$ cat config.mk
export PLATFORM = sky130hd
export DESIGN_NAME = uart_rx_fifo
export DESIGN_NICKNAME = d
export VERILOG_FILES = /design/src/rtl/uart_rx_fifo.sv
export SDC_FILE = /design/constraint.sdc
export NUM_CORES = 1
export LEC_CHECK = 0
export ABC_AREA = 0
export BUFFER_PORTS_ARGS = -buffer_cell sky130_fd_sc_hd__buf_2
export CORE_MARGIN = 1
export CORE_UTILIZATION = 50
export CTS_BUF_LIST = sky130_fd_sc_hd__clkbuf_8
export DETAILED_ROUTE_END_ITERATION = 8
export GPL_ROUTABILITY_DRIVEN = 0
export PLACE_DENSITY = 0.79
export SLEW_MARGIN = 20
export SYNTH_ARGS = -nofsm -noshare
export SYNTH_HDL_FRONTEND = slang
export SYNTH_SLANG_ARGS = --single-unit
$ cat constraint.sdc
create_clock -name clk -period 2.7 [get_ports clk]
set_input_delay 0.54 -clock clk [delete_from_list [all_inputs] [get_ports clk]]
set_output_delay 0.54 -clock clk [all_outputs]
set_load 0.05 [all_outputs]
$ cat src/rtl/uart_rx_fifo.sv
// rtl/uart_rx_fifo.sv - UART receiver with show-ahead receive FIFO and sticky overrun flag
module uart_rx_fifo #(
    parameter int CLKS_PER_BIT = 217,
    parameter int DATA_BITS    = 8,
    parameter int PARITY       = 0,
    parameter int STOP_BITS    = 1,
    parameter int FIFO_DEPTH   = 4
) (
    input  logic                          clk,
    input  logic                          resetn,
    input  logic                          rxd,
    output logic [DATA_BITS-1:0]          rx_data,
    output logic                          rx_frame_err,
    output logic                          rx_parity_err,
    output logic                          rx_valid,
    input  logic                          rx_ready,
    output logic                          overrun,
    input  logic                          err_clr,
    output logic [$clog2(FIFO_DEPTH):0]   fifo_count
);

    localparam int AW = $clog2(FIFO_DEPTH);
    localparam int EW = DATA_BITS + 2;

    // Sample point half a bit into the start bit, then one full bit per sample.
    localparam logic [15:0]   HALF_M1   = 16'((CLKS_PER_BIT / 2) - 1);
    localparam logic [15:0]   FULL_M1   = 16'(CLKS_PER_BIT - 1);
    localparam logic [3:0]    LAST_DATA = 4'(DATA_BITS - 1);
    localparam logic [3:0]    LAST_STOP = 4'(STOP_BITS - 1);
    localparam logic [AW:0]   DEPTH_C   = (AW + 1)'(FIFO_DEPTH);
    localparam logic          ODD_PAR   = (PARITY == 1);

    typedef enum logic [2:0] {
        S_IDLE,
        S_START,
        S_DATA,
        S_PARITY,
        S_STOP,
        S_WAIT_HIGH
    } state_t;

    logic                 rxd_meta;
    logic                 rxd_sync;
    state_t               state;
    logic [15:0]          baud_cnt;
    logic [3:0]           bit_cnt;
    logic [DATA_BITS-1:0] shift;
    logic                 parity_err_r;
    logic                 stop_err;

    logic                 start_tick;
    logic                 bit_tick;
    logic                 push;
    logic [EW-1:0]        push_entry;

    logic [EW-1:0]        mem [FIFO_DEPTH];
    logic [AW-1:0]        wr_ptr;
    logic [AW-1:0]        rd_ptr;
    logic [AW:0]          count;
    logic                 full;
    logic                 pop;
    logic                 accept;
    logic [EW-1:0]        head;

    // Two-flop synchronizer; idle-high reset value keeps the line from looking like a start bit.
    always_ff @(posedge clk or negedge resetn) begin
        if (!resetn) begin
            rxd_meta <= 1'b1;
            rxd_sync <= 1'b1;
        end else begin
            rxd_meta <= rxd;
            rxd_sync <= rxd_meta;
        end
    end

    assign start_tick = (baud_cnt == HALF_M1);
    assign bit_tick   = (baud_cnt == FULL_M1);

    // The final stop sample pushes the completed frame in the same cycle it is taken.
    assign push       = (state == S_STOP) && bit_tick && (bit_cnt == LAST_STOP);
    assign push_entry = {shift, stop_err | ~rxd_sync, parity_err_r};

    // Receive FSM; counters reload on every state entry so timing never accumulates error.
    always_ff @(posedge clk or negedge resetn) begin
        if (!resetn) begin
            state        <= S_IDLE;
            baud_cnt     <= '0;
            bit_cnt      <= '0;
            shift        <= '0;
            parity_err_r <= 1'b0;
            stop_err     <= 1'b0;
        end else begin
            case (state)
                S_IDLE: begin
                    if (!rxd_sync) begin
                        state        <= S_START;
                        baud_cnt     <= '0;
                        bit_cnt      <= '0;
                        parity_err_r <= 1'b0;
                        stop_err     <= 1'b0;
                    end
                end
                S_START: begin
                    if (start_tick) begin
                        baud_cnt <= '0;
                        bit_cnt  <= '0;
                        state    <= rxd_sync ? S_IDLE : S_DATA;
                    end else begin
                        baud_cnt <= baud_cnt + 16'd1;
                    end
                end
                S_DATA: begin
                    if (bit_tick) begin
                        baud_cnt <= '0;
                        shift    <= {rxd_sync, shift[DATA_BITS-1:1]};
                        if (bit_cnt == LAST_DATA) begin
                            bit_cnt <= '0;
                            state   <= (PARITY != 0) ? S_PARITY : S_STOP;
                        end else begin
                            bit_cnt <= bit_cnt + 4'd1;
                        end
                    end else begin
                        baud_cnt <= baud_cnt + 16'd1;
                    end
                end
                S_PARITY: begin
                    if (bit_tick) begin
                        baud_cnt     <= '0;
                        bit_cnt      <= '0;
                        parity_err_r <= ((^shift) ^ rxd_sync) != ODD_PAR;
                        state        <= S_STOP;
                    end else begin
                        baud_cnt <= baud_cnt + 16'd1;
                    end
                end
                S_STOP: begin
                    if (bit_tick) begin
                        baud_cnt <= '0;
                        if (!rxd_sync) begin
                            stop_err <= 1'b1;
                        end
                        if (bit_cnt == LAST_STOP) begin
                            bit_cnt <= '0;
                            state   <= rxd_sync ? S_IDLE : S_WAIT_HIGH;
                        end else begin
                            bit_cnt <= bit_cnt + 4'd1;
                        end
                    end else begin
                        baud_cnt <= baud_cnt + 16'd1;
                    end
                end
                S_WAIT_HIGH: begin
                    if (rxd_sync) begin
                        state    <= S_IDLE;
                        baud_cnt <= '0;
                        bit_cnt  <= '0;
                    end
                end
                default: begin
                    state    <= S_IDLE;
                    baud_cnt <= '0;
                    bit_cnt  <= '0;
                end
            endcase
        end
    end

    assign full   = (count == DEPTH_C);
    assign pop    = rx_valid && rx_ready;
    assign accept = push && (!full || pop);

    // FIFO storage; contents need no reset because outputs are masked while empty.
    always_ff @(posedge clk) begin
        if (accept) begin
            mem[wr_ptr] <= push_entry;
        end
    end

    // FIFO pointers and occupancy; pointers wrap naturally since depth is a power of two.
    always_ff @(posedge clk or negedge resetn) begin
        if (!resetn) begin
            wr_ptr <= '0;
            rd_ptr <= '0;
            count  <= '0;
        end else begin
            if (accept) begin
                wr_ptr <= wr_ptr + 1'b1;
            end
            if (pop) begin
                rd_ptr <= rd_ptr + 1'b1;
            end
            case ({accept, pop})
                2'b10:   count <= count + 1'b1;
                2'b01:   count <= count - 1'b1;
                default: count <= count;
            endcase
        end
    end

    // Sticky overrun: a dropped frame wins over a simultaneous clear.
    always_ff @(posedge clk or negedge resetn) begin
        if (!resetn) begin
            overrun <= 1'b0;
        end else if (push && full && !pop) begin
            overrun <= 1'b1;
        end else if (err_clr) begin
            overrun <= 1'b0;
        end
    end

    assign head          = mem[rd_ptr];
    assign rx_valid      = (count != '0);
    assign fifo_count    = count;
    assign rx_data       = rx_valid ? head[EW-1:2] : '0;
    assign rx_frame_err  = rx_valid ? head[1] : 1'b0;
    assign rx_parity_err = rx_valid ? head[0] : 1'b0;

endmodule

==> results.sh <==
export IMPL_antenna_found_initial=0
export IMPL_clkTransAtPathRegs_ns=0.09
export IMPL_yosysWarnings=0
export IMPL_status="finished clean"
export IMPL_grt_setup_unrepaired="false"
export IMPL_io_pin_count=20
export IMPL_cts_root_buf="clkbuf_8"
export IMPL_setup_viol=0
export IMPL_clockBufferDepth=2
export IMPL_hpwl_mm=4.773
export IMPL_synth_ff_type="dfrtp_1"
export IMPL_numCtsBuffers=9
export IMPL_reg2reg_depth=7
export IMPL_start_util_pct=51.81
export IMPL_dp_cells=432
export IMPL_start_kind="flip-flop"
export IMPL_criticalPathCategory="reg -> out"
export IMPL_clk_insertion_delay_late_ns=0.35
export IMPL_hp_class="in -> async"
export IMPL_syn_inst=310
export IMPL_h_tree_depth=3
export IMPL_dieArea_mm2=0.008370
export IMPL_antenna_cells=0
export IMPL_cp_required_ns=2.16
export IMPL_drive_above_1_share_pct=22.77
export IMPL_drt_iter0_markers=184
export IMPL_grt_pass1_wl_mm=11.92
export IMPL_final_net_count=356
export IMPL_portBuffers=19
export IMPL_drv_cap=0
export IMPL_drt_total_wl_mm=7.089
export IMPL_drc=0
export IMPL_cts_tree="yes"
export IMPL_powerDensity_mw_per_mm2=656.7
export IMPL_synth_seq_cells=83
export IMPL_synth_edf_count=40
export IMPL_vias_per_cell=5.615
export IMPL_num_vias=2521
export IMPL_slew_headroom_pct=62.51
export IMPL_avgSynthCellArea_um2=12.92
export IMPL_critPathArrivalTime_ns=1.95
export IMPL_grt_max_degree=44
export IMPL_ys_seq_area_share_pct=56.94
export IMPL_wl_per_cell_um=15.79
export IMPL_core_mm2=0.007727
export IMPL_max_freq_mhz=401.9
export IMPL_vdd_drop_max_mv=0.3028
export IMPL_ys_types=57
export IMPL_syn_area_mm2=0.004004
export IMPL_syn_num_nets=324
export IMPL_tightest_slew_ns=0.5581
export IMPL_drtAntennaViolNets=0
export IMPL_finalCriticalPeriod_ns=2.488
export IMPL_clock_sinks=83
export IMPL_cp_max_fo=10
export IMPL_grt_use_total_pct=18.40
export IMPL_pre_cts_slack_ns=0.2663
export IMPL_final_setup_tns_ns=0
export IMPL_grt_remaining_overflow=0
export IMPL_fin_crit_sh_pct=92.16
export IMPL_rr_endpoint="fifo_count[2]"
export IMPL_grt_pass1_vias=2526
export IMPL_cts_resized_gates=0
export IMPL_cellLeakagePower_uw=0.001848
export IMPL_fp_dieH_um=91.49
export IMPL_skew_ns=0.01616
export IMPL_layout_setup_ws_ns=0.2116
export IMPL_cp_end_kind="primary output"
export IMPL_syn2layout_area_growth_pct=12.19
export IMPL_slew_viol_final=0
export IMPL_post_cts_buffers=0
export IMPL_ctsHoldBuffers=0
export IMPL_final_cells=449
export IMPL_rrSetupSlack_ns=0.25
export IMPL_synthArstFlopShare_pct=51.81
export IMPL_hold_viol=0
export IMPL_firstDrtPassIters=4
export IMPL_die_w_um=91.49
export IMPL_row_count=32
export IMPL_timing_rr_start="baud_cnt[2]"
cell families (layout without fill, tap and decap cells):
kind of cell,Yosys count,in the layout,share of synthesized area [%]
simple gates,112,112,16.22
flops,83,83,56.94
compound gates,37,37,6.938
xor+xnor,23,23,5.031
mux,23,23,9.219
buf+inv,23,60,2.656
fa+ha+maj,9,9,3.000
layout make-up:
| class | instances | area, um^2 |
|---|---|---|
| Tap cell | 102 | 127.6 |
| Fill cell | 622 | 3236 |
| Inverter | 12 | 45.04 |
| Clock buffer | 9 | 123.9 |
| Sequential cell | 83 | 2280 |
| Timing Repair Buffer | 32 | 205.2 |
| Clock inverter | 7 | 92.59 |
| Multi-Input combinational cell | 204 | 1618 |
state kept, by name (all words and copies together), names as in the netlist:
| name | flops |
|---|---|
| wr_ptr | 2 |
| stop_err | 1 |
| bit_cnt | 4 |
| baud_cnt | 16 |
| rxd_sync | 1 |
| fifo_count | 3 |
| rxd_meta | 1 |
| overrun | 1 |
| mem | 40 |
| parity_err_r | 1 |
| rd_ptr | 2 |
| shift | 8 |
| state | 3 |
routing by layer:
layer / share of wire (%) / global-route usage (%) / up-vias
li1: - / - / 1200
met3: 2.8 / 2.764 / 9
met2: 51 / 31.58 / 51
met1: 45 / 23.61 / 1261
met5: 0 / 0 / -
met4: 1.0 / 6.746 / 0
worst max-delay path: stages (launching register included):
cell	delay [ns]
dfrtp_1	0.42
buf_4	0.26
mux4_2	0.54
and2_1	0.17
buf_2	0.20
where the power goes:
| group | internal (uW) | leakage, uW | switching (uW) |
|---|---|---|---|
| registers | 1360 | 0.00102 | 98.3 |
| clock network | 520 | 0.000109 | 448 |
| logic | 207 | 0.000716 | 320 |
| total | 2080 | 0.00185 | 866 |
per-stage QoR:
stage	utilization [%]	total power, uW	instance area [um^2]	hold slack, ns
after floorplan	-	1869	4004	0.2444
after global placement	55.07	1992	4255	0.3498
after detailed placement	55.07	2008	4255	0.3476
after CTS	57.87	2970	4472	0.2805
after global routing	58.13	3062	4492	0.07064
final	58.13	2950	4492	0.05490
cell usage after synthesis (4+ instances only):
cell type,instances,area share [%]
a21oi_1,5,0.62
and2_1,17,2.7
buf_2,4,0.50
clkbuf_1,4,0.37
dfrtp_1,41,26
edfxtp_1,40,30
ha_1,8,2.5
inv_1,12,1.1
mux2_2,10,2.8
mux4_2,10,5.6
nand2_1,11,1.0
nand3_1,10,1.3
nand4_1,4,0.62
nor2_1,27,2.5
nor3_1,8,1.0
nor3b_1,4,0.75
o211ai_1,5,0.94
o21ai_0,8,1.0
xnor2_1,21,4.6
layout by cell type (no fill, tap or decap), types with 3 or more instances in the layout:
cell      Yosys  layout
dfrtp_1      41      41
clkbuf_8      0       9
o21ai_0       8       8
nor3_1        8       8
nand2b_1      3       3
buf_2         4      19
edfxtp_1     40      40
nand3_1      10      10
mux4_2       10      10
o211ai_1      5       5
nor2b_1       3       3
inv_1        12      13
and4_1        3       3
nor3b_1       4       4
nand4_1       4       4
mux2_2       10      10
buf_4         2      12
nand2_1      11      11
xnor2_1      21      21
ha_1          8       8
or3_1         3       3
nor2_1       27      27
a21oi_1       5       5
and2_1       17      17
nor4b_1       3       3
how the worst max path moves through the flow:
stage	startpoint	to	slack [ns]	cells after the start
final	rd_ptr[0]	rx_data[6]	0.21	4
after CTS	rd_ptr[0]	rx_data[6]	0.19	4
after floorplan	fifo_count[2]	rx_data[0]	0.09	3
after global routing	bit_cnt[0]	fifo_count[1]	0.08	10
after global placement	baud_cnt[13]	fifo_count[2]	0.36	7
after detailed placement	baud_cnt[2]	fifo_count[2]	0.27	7
Note: power is estimated with default switching activity, not from simulation.
